===== config.mk =====
export PLATFORM = sky130hd
export DESIGN_NAME = id_stage
export DESIGN_NICKNAME = d
export VERILOG_FILES = /design/src/rtl/id_stage.sv
export SDC_FILE = /design/constraint.sdc
export NUM_CORES = 1
export LEC_CHECK = 0
export CAP_MARGIN = 0
export CORE_MARGIN = 1.5
export CORE_UTILIZATION = 45
export CTS_BUF_LIST = sky130_fd_sc_hd__clkbuf_8
export CTS_CLUSTER_DIAMETER = 40
export DETAILED_ROUTE_END_ITERATION = 10
export DONT_BUFFER_PORTS = 1
export GPL_ROUTABILITY_DRIVEN = 0
export GPL_TIMING_DRIVEN = 1
export HOLD_SLACK_MARGIN = 0.03
export PLACE_DENSITY = 0.56
export SETUP_SLACK_MARGIN = 0.05
export SYNTH_ARGS = -nofsm -noshare
export SYNTH_HDL_FRONTEND = slang
export SYNTH_SLANG_ARGS = --single-unit

===== constraint.sdc =====
create_clock -name clk -period 3.15 [get_ports clk]
set_input_delay 0.4725 -clock clk [delete_from_list [all_inputs] [get_ports clk]]
set_output_delay 0.4725 -clock clk [all_outputs]
set_load 0.01 [all_outputs]

===== src/rtl/id_stage.sv =====
// id_stage: registered, handshaked MIPS decode stage with load-use bubble insertion and saturating bubble counter
module id_stage #(
  parameter int DATA_WIDTH = 32,
  parameter int ADDR_WIDTH = 32,
  parameter int HAZARD_EN = 1,
  parameter int CNT_WIDTH = 16
) (
  input  logic                  clk,
  input  logic                  rst,
  input  logic                  flush,
  input  logic                  in_valid,
  output logic                  in_ready,
  input  logic [ADDR_WIDTH-1:0] in_pc_plus4,
  input  logic [31:0]           in_inst,
  output logic                  out_valid,
  input  logic                  out_ready,
  output logic [ADDR_WIDTH-1:0] out_pc_plus4,
  output logic [4:0]            reg1_addr,
  output logic [4:0]            reg2_addr,
  output logic [4:0]            rt,
  output logic [4:0]            rd,
  output logic [DATA_WIDTH-1:0] imm_signed,
  output logic [DATA_WIDTH-1:0] imm_unsigned,
  output logic [DATA_WIDTH-1:0] shamt,
  output logic [5:0]            opcode,
  output logic [5:0]            funct,
  output logic                  is_load,
  output logic [CNT_WIDTH-1:0]  bubble_cnt
);
  logic [31:0] inst;
  logic hazard, accept;
  assign reg1_addr = inst[25:21];
  assign reg2_addr = inst[20:16];
  assign rt = inst[20:16];
  assign rd = inst[15:11];
  assign imm_signed = {{(DATA_WIDTH-16){inst[15]}}, inst[15:0]};
  assign imm_unsigned = DATA_WIDTH'(inst[15:0]);
  assign shamt = DATA_WIDTH'(inst[10:6]);
  assign opcode = inst[31:26];
  assign funct = inst[5:0];
  assign is_load = opcode inside {6'h20, 6'h21, 6'h23, 6'h24, 6'h25};
  assign hazard = (HAZARD_EN != 0) && out_valid && is_load && rt != 5'd0 && in_valid &&
                  (in_inst[25:21] == rt || in_inst[20:16] == rt);
  assign in_ready = flush || ((!out_valid || out_ready) && !hazard);
  assign accept = in_valid && in_ready && !flush;
  always_ff @(posedge clk) begin
    if (rst) begin
      out_valid <= 1'b0;
      out_pc_plus4 <= '0;
      inst <= '0;
      bubble_cnt <= '0;
    end else if (flush) begin
      out_valid <= 1'b0;
    end else if (accept) begin
      out_valid <= 1'b1;
      out_pc_plus4 <= in_pc_plus4;
      inst <= in_inst;
    end else if (out_ready) begin
      out_valid <= 1'b0;
      if (hazard && bubble_cnt != '1) bubble_cnt <= bubble_cnt + CNT_WIDTH'(1);
    end
  end
endmodule


==> report_table.html, run 1 <==
<table>
<tr><th>Metric</th><th>Value</th></tr>
<tr><th colspan="2">Status</th></tr>
<tr><td>Run status</td><td>finished, final reports clean</td></tr>
<tr><th colspan="2">Finish</th></tr>
<tr><td>Relative area change from synthesis to final layout</td><td>-8.11%</td></tr>
<tr><td>Number of diodes added for antenna fixing</td><td>0</td></tr>
<tr><td>Fraction of final layout cells with drive strength greater than 1</td><td>0.0659</td></tr>
<tr><td>Area used by sequential logic in the layout</td><td>1620 sq um</td></tr>
<tr><td>Area taken by multi-input logic gates</td><td>around 1600 sq um</td></tr>
<tr><td>Number of nets in the layout</td><td>roughly 510</td></tr>
<tr><td>Fillers</td><td>898</td></tr>
<tr><th colspan="2">Critical path</th></tr>
<tr><td>Kind of launch point of the worst setup path</td><td>register</td></tr>
<tr><td>Type of destination of the critical path</td><td>register</td></tr>
<tr><td>Setup slack on the worst flop-to-flop path</td><td>0.48 ns</td></tr>
<tr><td>Reg2reg start</td><td>inst[26]</td></tr>
<tr><td>Worst Path Max Fanout</td><td>21</td></tr>
<tr><td>Data required time of the critical path</td><td>3.43 ns</td></tr>
<tr><td>CP Class</td><td>register to register</td></tr>
<tr><td>Depth of the worst register-to-register path</td><td>6</td></tr>
<tr><td>Arrival time worst endpoint</td><td>slightly below 3 ns</td></tr>
<tr><td>RR Endpoint</td><td>bubble_cnt[11]</td></tr>
<tr><th colspan="2">Timing</th></tr>
<tr><td>RSZ-0062 raised after global routing</td><td>false</td></tr>
<tr><td>Final Hold Fails</td><td>0</td></tr>
<tr><td>Number of pins exceeding their max-slew limit in the final report</td><td>0</td></tr>
<tr><td>Total setup violations reported at the end of the flow</td><td>0</td></tr>
<tr><td>Largest clock skew in the final design</td><td>0.0128 ns</td></tr>
<tr><td>Share of the cycle needed by the critical path after routing</td><td>0.849</td></tr>
<tr><td>Final sum of negative setup slack</td><td>0 ns</td></tr>
<tr><td>Final WS setup</td><td>0.477 ns</td></tr>
<tr><td>Transition at the pin with the smallest max-transition slack</td><td>slightly below 1 ns</td></tr>
<tr><td>Final worst hold slack</td><td>approximately 0.19 ns</td></tr>
<tr><td>Rel. slew slack</td><td>0.341</td></tr>
<tr><td>Min Tclk post-route</td><td>2.67 ns</td></tr>
<tr><td>Maximum operating frequency</td><td>about 370 MHz</td></tr>
<tr><th colspan="2">Placement</th></tr>
<tr><td>Place WS</td><td>0.512 ns</td></tr>
<tr><td>Input/output buffers</td><td>0</td></tr>
<tr><td>Detail Placement HPWL</td><td>~5700 microns</td></tr>
<tr><th colspan="2">Global route</th></tr>
<tr><td>Wire length of the first global-routing pass</td><td>13300 microns</td></tr>
<tr><td>Remaining global-route overflow</td><td>0</td></tr>
<tr><td>Gr usage total</td><td>0.173</td></tr>
<tr><td>Maximum number of pins on one net before global-route repair</td><td>84</td></tr>
<tr><td>Via count of the first global-routing pass</td><td>around 2600</td></tr>
<tr><td>Antenna violations before repair</td><td>0</td></tr>
<tr><th colspan="2">Floorplanning</th></tr>
<tr><td>Area of the placeable core</td><td>8640 sq um</td></tr>
<tr><td>Standard-cell rows</td><td>34</td></tr>
<tr><td>Die area</td><td>roughly 9400 sq um</td></tr>
<tr><td>Initial core utilization</td><td>0.459</td></tr>
<tr><td>Ports</td><td>248</td></tr>
<tr><td>Die extent in y</td><td>~97 microns</td></tr>
<tr><td>Floorplan die width</td><td>96.9 microns</td></tr>
<tr><th colspan="2">Logic synthesis</th></tr>
<tr><td>Top cells by area, synth</td><td>dfxtp_1, buf_4, nand2_1</td></tr>
<tr><td>Number of enable-type register cells in the synthesized netlist</td><td>0</td></tr>
<tr><td>Area share of fa/ha/maj cells after synthesis</td><td>0.00315</td></tr>
<tr><td>Primary flip-flop cell chosen by synthesis mapping</td><td>dfxtp_1</td></tr>
<tr><td>Post-synth design cell area</td><td>3970 sq um</td></tr>
<tr><td>Post-synthesis cell type count</td><td>37</td></tr>
<tr><td>Top cells by count, synth</td><td>nand2_1, buf_4, dfxtp_1, a21oi_1, clkbuf_1</td></tr>
<tr><td>Main combinational cell family by area after synthesis</td><td>buffers and inverters</td></tr>
<tr><td>Sequential fraction of the synthesis area</td><td>0.409</td></tr>
<tr><td>Post-synthesis cell type with the largest combined area</td><td>dfxtp_1</td></tr>
<tr><td>XOR/XNOR share of the synthesized area</td><td>0.0265</td></tr>
<tr><td>Synthesized-area fraction occupied by ao, oa, aoi and oai cells</td><td>0.132</td></tr>
<tr><td>Mapped Avg Cell Area</td><td>a little under 8 sq um</td></tr>
<tr><td>Number of register bits inferred by synthesis</td><td>81</td></tr>
<tr><td>Proportion of synthesized area in mux cells</td><td>0.00820</td></tr>
<tr><td>Warnings from Yosys</td><td>0</td></tr>
<tr><td>Portion of synthesized cell area occupied by the leading cell type</td><td>0.409</td></tr>
<tr><td>Synthesized instance count</td><td>500</td></tr>
<tr><td>Fraction of the mapped netlist area in simple logic gates</td><td>0.202</td></tr>
<tr><td>Cell with the most instances after synthesis</td><td>nand2_1</td></tr>
<tr><td>Asr flop ratio synth</td><td>0</td></tr>
<tr><th colspan="2">Clock network</th></tr>
<tr><td>Clock tree from TritonCTS</td><td>built</td></tr>
<tr><td>Clk_lat worst skew</td><td>0.35 ns</td></tr>
<tr><td>Clock Root Buffer</td><td>clkbuf_8</td></tr>
<tr><td>Clk sink count</td><td>81</td></tr>
<tr><td>Cts-stage hold buffer count</td><td>0</td></tr>
<tr><td>Number of buffers added by the clock tree synthesis step</td><td>9</td></tr>
<tr><td>Maximum clock insertion buffer count</td><td>2</td></tr>
<tr><td>Number of setup buffers added after CTS</td><td>0</td></tr>
<tr><td>H-tree levels</td><td>3</td></tr>
<tr><td>Count of instances resized after the clock tree is built</td><td>0</td></tr>
<tr><td>Clk pin slew, worst setup/hold paths</td><td>0.09 ns</td></tr>
<tr><th colspan="2">Pwr</th></tr>
<tr><td>Power density over the cells</td><td>552 nW/um^2</td></tr>
<tr><td>Highest ir drop seen on vdd</td><td>0.000326 V</td></tr>
<tr><td>Leakage power</td><td>0.00127 uW</td></tr>
<tr><th colspan="2">Detailed routing</th></tr>
<tr><td>DRC viols</td><td>0</td></tr>
<tr><td>DR vias/cell</td><td>5.17</td></tr>
<tr><td>Via Count</td><td>2835</td></tr>
<tr><td>Total wirelength of the detailed-routed design</td><td>8430 microns</td></tr>
<tr><td>Detailed router's first-iteration violation count</td><td>115</td></tr>
<tr><td>Mean routed wirelength per cell</td><td>15.4 microns</td></tr>
<tr><td>Number of antenna-violating nets in the routed design</td><td>0</td></tr>
<tr><td>Iteration count of the initial detailed-routing pass</td><td>4</td></tr>
<tr><th colspan="2">Hold path</th></tr>
<tr><td>Type of the worst min-delay path</td><td>input pin to register</td></tr>
<tr><td>Startpoint of the most critical hold path</td><td>rst</td></tr>
<tr><td>Worst hold path stage count</td><td>1</td></tr>
<tr><td>Terminating pin of the worst hold path</td><td>bubble_cnt[5]</td></tr>
<tr><th colspan="2">Flow run</th></tr>
<tr><td>Maximum Capacitance Violations</td><td>0</td></tr>
</table>
## cells by family (layout without fill, tap and decap cells)
group,after synthesis,count (layout)
flops,81,81
fa+ha+maj,1,1
buf+inv,125,23
other cells,1,43
mux,3,3
compound gates,93,93
xor+xnor,12,12
simple gates,184,184
## cells in the final DEF (no fill, tap or decap), types with 4 or more instances in the layout
master and count:
a21oi_1 75, clkbuf_8 9, conb_1 43, dfxtp_1 80, inv_1 4, nand2_1 140, nand3_1 8, nor2_1 10
o21ai_0 8, or3_1 8, xnor2_1 10
## layer usage
metal | routed length, microns | global-route usage | part of all wire
met1 | 3320 | 0.200 | 0.39
met2 | 4340 | 0.299 | 0.52
met3 | 618 | 0.0491 | 0.073
met4 | 153 | 0.0725 | 0.018
met5 | 0 | 0 | 0
## critical path, stage by stage, from the launching register on
cell and delay (ns):
dfxtp_1 0.46, nand2b_4 0.08, a2111oi_4 0.44, and4_1 0.48
nand3_2 0.41, or4_1 0.59, a21oi_1 0.15
## sequential cells by signal, indices dropped and copies added (netlist names)
name / count
inst: 32
out_pc_plus4: 32
bubble_cnt: 16
out_valid: 1
## how the worst max path moves through the flow
stage | end | depth (start not counted) | start
2_1_floorplan | bubble_cnt[13] | 8 | inst[26]
3_3_place_gp | bubble_cnt[13] | 6 | inst[26]
3_5_place_dp | bubble_cnt[11] | 6 | inst[26]
4_1_cts | bubble_cnt[11] | 6 | inst[26]
5_1_grt | bubble_cnt[9] | 6 | inst[26]
6_report | bubble_cnt[11] | 6 | inst[26]
## power breakdown
part,leakage (uW),internal [uW],switching (uW)
sequential,0.000660,1060,76.2
combinational,0.000523,45.9,87.7
clock,0.0000909,358,381
## final cells by class
type | instances | area share
tap | 108 | 0.0371
inverter | 4 | 0.00412
multi-input combinational | 336 | 0.451
clock buffer | 9 | 0.0340
timing repair buffer | 4 | 0.0117
sequential | 81 | 0.445
clock inverter | 6 | 0.0165
## per-stage QoR
stage / utilization / instance area [sq um] / instances / total power [uW]
2_1_floorplan: - / 4120 / 542 / 1360
3_3_place_gp: 0.401 / 3460 / 533 / 1290
3_5_place_dp: 0.401 / 3460 / 533 / 1300
4_1_cts: 0.422 / 3640 / 548 / 2040
5_1_grt: 0.422 / 3640 / 548 / 2110
6_report: 0.422 / 3640 / 548 / 2010
No activity file was read; power rests on OpenSTA's default activity.
==> inputs of run 2 (changes only) <==
clock period = 2.5 ns   (was 3.15 ns; I/O delays follow)
==> run 2 against run 1 <==
Net effect:
- count of clock-buffer cells in the layout is 2 higher
- register-to-register slack worse by 0.27 ns
- sequential share of layout area is 1.1 points lower
- first-iteration DRC count down 11%
- routed wire length grew 1.1%
- fmax rose by 17%
- core utilization rose by 1.1 points
- sequential power rose by 25%
- critical path type unchanged
- critical endpoint unchanged
- largest cell class unchanged
- largest power group unchanged
==> report_table.html, run 2 (same netlist as run 1, synthesis figures left out) <==
<table>
<tr><th>Metric</th><th>Value</th></tr>
<tr><th colspan="2">Hold path</th></tr>
<tr><td>Terminating pin of the worst hold path</td><td>bubble_cnt[5]</td></tr>
<tr><td>Type of the worst min-delay path</td><td>input pin to register</td></tr>
<tr><td>Startpoint of the most critical hold path</td><td>rst</td></tr>
<tr><td>Worst hold path stage count</td><td>1 (unchanged)</td></tr>
<tr><th colspan="2">Clock network</th></tr>
<tr><td>H-tree levels</td><td>3 (unchanged)</td></tr>
<tr><td>Count of instances resized after the clock tree is built</td><td>0 (unchanged)</td></tr>
<tr><td>Clock tree from TritonCTS</td><td>built</td></tr>
<tr><td>Clk_lat worst skew</td><td>0.34 ns (about the same)</td></tr>
<tr><td>Number of buffers added by the clock tree synthesis step</td><td>9 (unchanged)</td></tr>
<tr><td>Clk sink count</td><td>81 (unchanged)</td></tr>
<tr><td>Number of setup buffers added after CTS</td><td>0 (unchanged)</td></tr>
<tr><td>Cts-stage hold buffer count</td><td>0 (unchanged)</td></tr>
<tr><td>Clock Root Buffer</td><td>clkbuf_8</td></tr>
<tr><td>Clk pin slew, worst setup/hold paths</td><td>0.09 ns (about the same)</td></tr>
<tr><td>Maximum clock insertion buffer count</td><td>2 (unchanged)</td></tr>
<tr><th colspan="2">Detailed routing</th></tr>
<tr><td>DRC viols</td><td>0 (unchanged)</td></tr>
<tr><td>Mean routed wirelength per cell</td><td>15.3 microns (-0.70%)</td></tr>
<tr><td>Via Count</td><td>2849 (+0.49%)</td></tr>
<tr><td>Total wirelength of the detailed-routed design</td><td>8530 microns (+1.1%)</td></tr>
<tr><td>Number of antenna-violating nets in the routed design</td><td>0 (unchanged)</td></tr>
<tr><td>Iteration count of the initial detailed-routing pass</td><td>4 (unchanged)</td></tr>
<tr><td>DR vias/cell</td><td>5.11 (-1.3%)</td></tr>
<tr><td>Detailed router's first-iteration violation count</td><td>102 (-11%)</td></tr>
<tr><th colspan="2">Timing</th></tr>
<tr><td>Maximum operating frequency</td><td>436 MHz (+17%)</td></tr>
<tr><td>Number of pins exceeding their max-slew limit in the final report</td><td>0 (unchanged)</td></tr>
<tr><td>Total setup violations reported at the end of the flow</td><td>0 (unchanged)</td></tr>
<tr><td>RSZ-0062 raised after global routing</td><td>true</td></tr>
<tr><td>Rel. slew slack</td><td>0.344 (+0.00283)</td></tr>
<tr><td>Largest clock skew in the final design</td><td>0.0110 ns (-0.00177 ns)</td></tr>
<tr><td>Transition at the pin with the smallest max-transition slack</td><td>0.984 ns (-0.00424 ns)</td></tr>
<tr><td>Min Tclk post-route</td><td>2.29 ns (-0.382 ns)</td></tr>
<tr><td>Final WS setup</td><td>0.209 ns (-0.268 ns)</td></tr>
<tr><td>Share of the cycle needed by the critical path after routing</td><td>0.916 (+0.0678)</td></tr>
<tr><td>Final sum of negative setup slack</td><td>0 ns (unchanged)</td></tr>
<tr><td>Final Hold Fails</td><td>0 (unchanged)</td></tr>
<tr><th colspan="2">Placement</th></tr>
<tr><td>Detail Placement HPWL</td><td>5860 microns (+2.0%)</td></tr>
<tr><td>Input/output buffers</td><td>0 (unchanged)</td></tr>
<tr><td>Place WS</td><td>0.207 ns (-0.305 ns)</td></tr>
<tr><td>Cell count after placement</td><td>543 (+1.9%)</td></tr>
<tr><th colspan="2">Finish</th></tr>
<tr><td>Number of nets in the layout</td><td>516 (+2.0%)</td></tr>
<tr><td>Largest registers</td><td>inst: 32 flops, out_pc_plus4: 32 flops, bubble_cnt: 16 flops</td></tr>
<tr><td>Most common library cell in the layout ignoring fill and taps</td><td>nand2_1</td></tr>
<tr><td>Final design utilization</td><td>0.433 (+0.0110)</td></tr>
<tr><td>Most frequent cells in the layout</td><td>nand2_1, dfxtp_1, a21oi_1, conb_1, buf_4</td></tr>
<tr><td>Area used by sequential logic in the layout</td><td>1620 sq um (about the same)</td></tr>
<tr><td>Number of diodes added for antenna fixing</td><td>0 (unchanged)</td></tr>
<tr><td>Number of cells in the finished layout apart from fillers</td><td>558 (+1.8%)</td></tr>
<tr><td>Fraction of final layout cells with drive strength greater than 1</td><td>0.0889 (+0.0230)</td></tr>
<tr><td>Area taken by multi-input logic gates</td><td>1650 sq um (unchanged)</td></tr>
<tr><td>Relative area change from synthesis to final layout</td><td>-5.71%</td></tr>
<tr><td>Fillers</td><td>918 (+2.2%)</td></tr>
<tr><th colspan="2">Pwr</th></tr>
<tr><td>Psw</td><td>672 uW (+23%)</td></tr>
<tr><td>Power density over the cells</td><td>692 nW/um^2 (+25%)</td></tr>
<tr><td>Sw Share</td><td>0.260 (-0.0111)</td></tr>
<tr><td>Fraction of power consumed by the clock network</td><td>0.378 (+0.010)</td></tr>
<tr><td>Int Pwr</td><td>1910 uW (+31%)</td></tr>
<tr><td>Total power of the final layout</td><td>2590 uW (+29%)</td></tr>
<tr><td>Highest ir drop seen on vdd</td><td>0.000242 V (-26%)</td></tr>
<tr><td>Leakage power</td><td>0.00134 uW (+5.2%)</td></tr>
<tr><td>Share of total power in sequential cells</td><td>0.553 (-0.013)</td></tr>
<tr><td>Combinational fraction of design power</td><td>0.069 (+0.003)</td></tr>
<tr><th colspan="2">Global route</th></tr>
<tr><td>Via count of the first global-routing pass</td><td>2626 (+1.5%)</td></tr>
<tr><td>Maximum number of pins on one net before global-route repair</td><td>84 (unchanged)</td></tr>
<tr><td>Global routing usage on met1</td><td>0.199 (-0.00154)</td></tr>
<tr><td>Antenna violations before repair</td><td>0 (unchanged)</td></tr>
<tr><td>GR peak layer</td><td>met2</td></tr>
<tr><td>Remaining global-route overflow</td><td>0 (unchanged)</td></tr>
<tr><td>Wire length of the first global-routing pass</td><td>13300 microns (+0.26%)</td></tr>
<tr><td>Global Route met2 Usage</td><td>0.297 (-0.00215)</td></tr>
<tr><td>Met3 Resource Use GR</td><td>0.0527 (+0.00361)</td></tr>
<tr><td>Gr usage total</td><td>0.174 (+0.00102)</td></tr>
<tr><th colspan="2">Critical path</th></tr>
<tr><td>Data required time of the critical path</td><td>2.77 ns (-0.66 ns)</td></tr>
<tr><td>Critical path buffers and inverters</td><td>0 (unchanged)</td></tr>
<tr><td>RR Endpoint</td><td>bubble_cnt[11]</td></tr>
<tr><td>Crit-path slowest cell</td><td>or4_1</td></tr>
<tr><td>Arrival time worst endpoint</td><td>2.56 ns (-0.39 ns)</td></tr>
<tr><td>Depth of the worst register-to-register path</td><td>6 (unchanged)</td></tr>
<tr><td>Type of destination of the critical path</td><td>register</td></tr>
<tr><td>Top Family by Delay on Critical Path</td><td>simple AND/OR/NAND/NOR gates</td></tr>
<tr><td>Kind of launch point of the worst setup path</td><td>register</td></tr>
<tr><td>CP Class</td><td>register to register</td></tr>
<tr><td>Cell Chain, Critical Path</td><td>nand2b_4, a2111oi_4, and4_1, nand3_2, or4_1, a21oi_1</td></tr>
<tr><td>Setup slack on the worst flop-to-flop path</td><td>0.21 ns (-0.27 ns)</td></tr>
<tr><td>Reg2reg start</td><td>inst[28]</td></tr>
<tr><td>Worst Path Max Fanout</td><td>21 (unchanged)</td></tr>
<tr><td>Max incr delay on CP</td><td>0.59 ns (about the same)</td></tr>
<tr><th colspan="2">Floorplanning</th></tr>
<tr><td>Area of the placeable core</td><td>8640 sq um (unchanged)</td></tr>
<tr><td>Die area</td><td>9390 sq um (unchanged)</td></tr>
<tr><td>Floorplan die width</td><td>96.9 microns (unchanged)</td></tr>
<tr><td>Initial core utilization</td><td>0.459 (unchanged)</td></tr>
<tr><td>Standard-cell rows</td><td>34 (unchanged)</td></tr>
<tr><td>Ports</td><td>248 (unchanged)</td></tr>
<tr><td>Die extent in y</td><td>96.9 microns (unchanged)</td></tr>
<tr><th colspan="2">Status</th></tr>
<tr><td>Run status</td><td>finished, final reports clean</td></tr>
<tr><th colspan="2">Flow run</th></tr>
<tr><td>Maximum Capacitance Violations</td><td>0 (unchanged)</td></tr>
</table>
## run 2: how the worst max path moves through the flow
stage                   from             end  slack, ns  cells past startpoint
floorplan           inst[26]  bubble_cnt[13]       0.35                      8
global placement    inst[26]  bubble_cnt[13]       0.24                      6
detailed placement  inst[26]  bubble_cnt[11]       0.21                      6
CTS                 inst[26]        in_ready       0.15                      6
global route        inst[28]  bubble_cnt[13]       0.04                      6
finish              inst[28]  bubble_cnt[11]       0.21                      6
## run 2: layout make-up
cell class / count / share of cell area
Tap cell: 108 / 0.0361
Clock buffer: 11 / 0.0405
Multi-Input combinational cell: 336 / 0.440
Inverter: 4 / 0.00401
Timing Repair Buffer: 14 / 0.0314
Clock inverter: 4 / 0.0137
Sequential cell: 81 / 0.434
## run 2: power by group through the flow
| stage | clock network [uW] | registers, uW | logic [uW] |
|---|---|---|---|
| after floorplan | 0 | 1430 | 286 |
| after global placement | 0 | 1460 | 174 |
| after detailed placement | 0 | 1460 | 178 |
| after CTS | 1040 | 1430 | 179 |
| after global routing | 1080 | 1440 | 202 |
| final | 979 | 1430 | 178 |
## run 2: through the flow
| step | instance area [sq um] | hold WS [ns] |
|---|---|---|
| floorplan | 4120 | 0.453 |
| global placement | 3540 | 0.450 |
| detailed placement | 3540 | 0.454 |
| CTS | 3740 | 0.0637 |
| global route | 3740 | 0.0685 |
| finish | 3740 | 0.102 |
## run 2: worst register-to-register path, stage by stage (launching register included)
cell and delay, ns:
dfxtp_1 0.36, nand2b_4 0.16, a2111oi_4 0.35, and4_1 0.28, nand3_2 0.34, or4_1 0.59
a21oi_1 0.15
## run 2: routing by layer
metal	routed length (microns)	part of all wire	up-vias
met5	0	0	-
met4	146	0.017	0
met3	636	0.075	16
met2	4330	0.51	131
met1	3410	0.40	1322
li1	-	-	1380
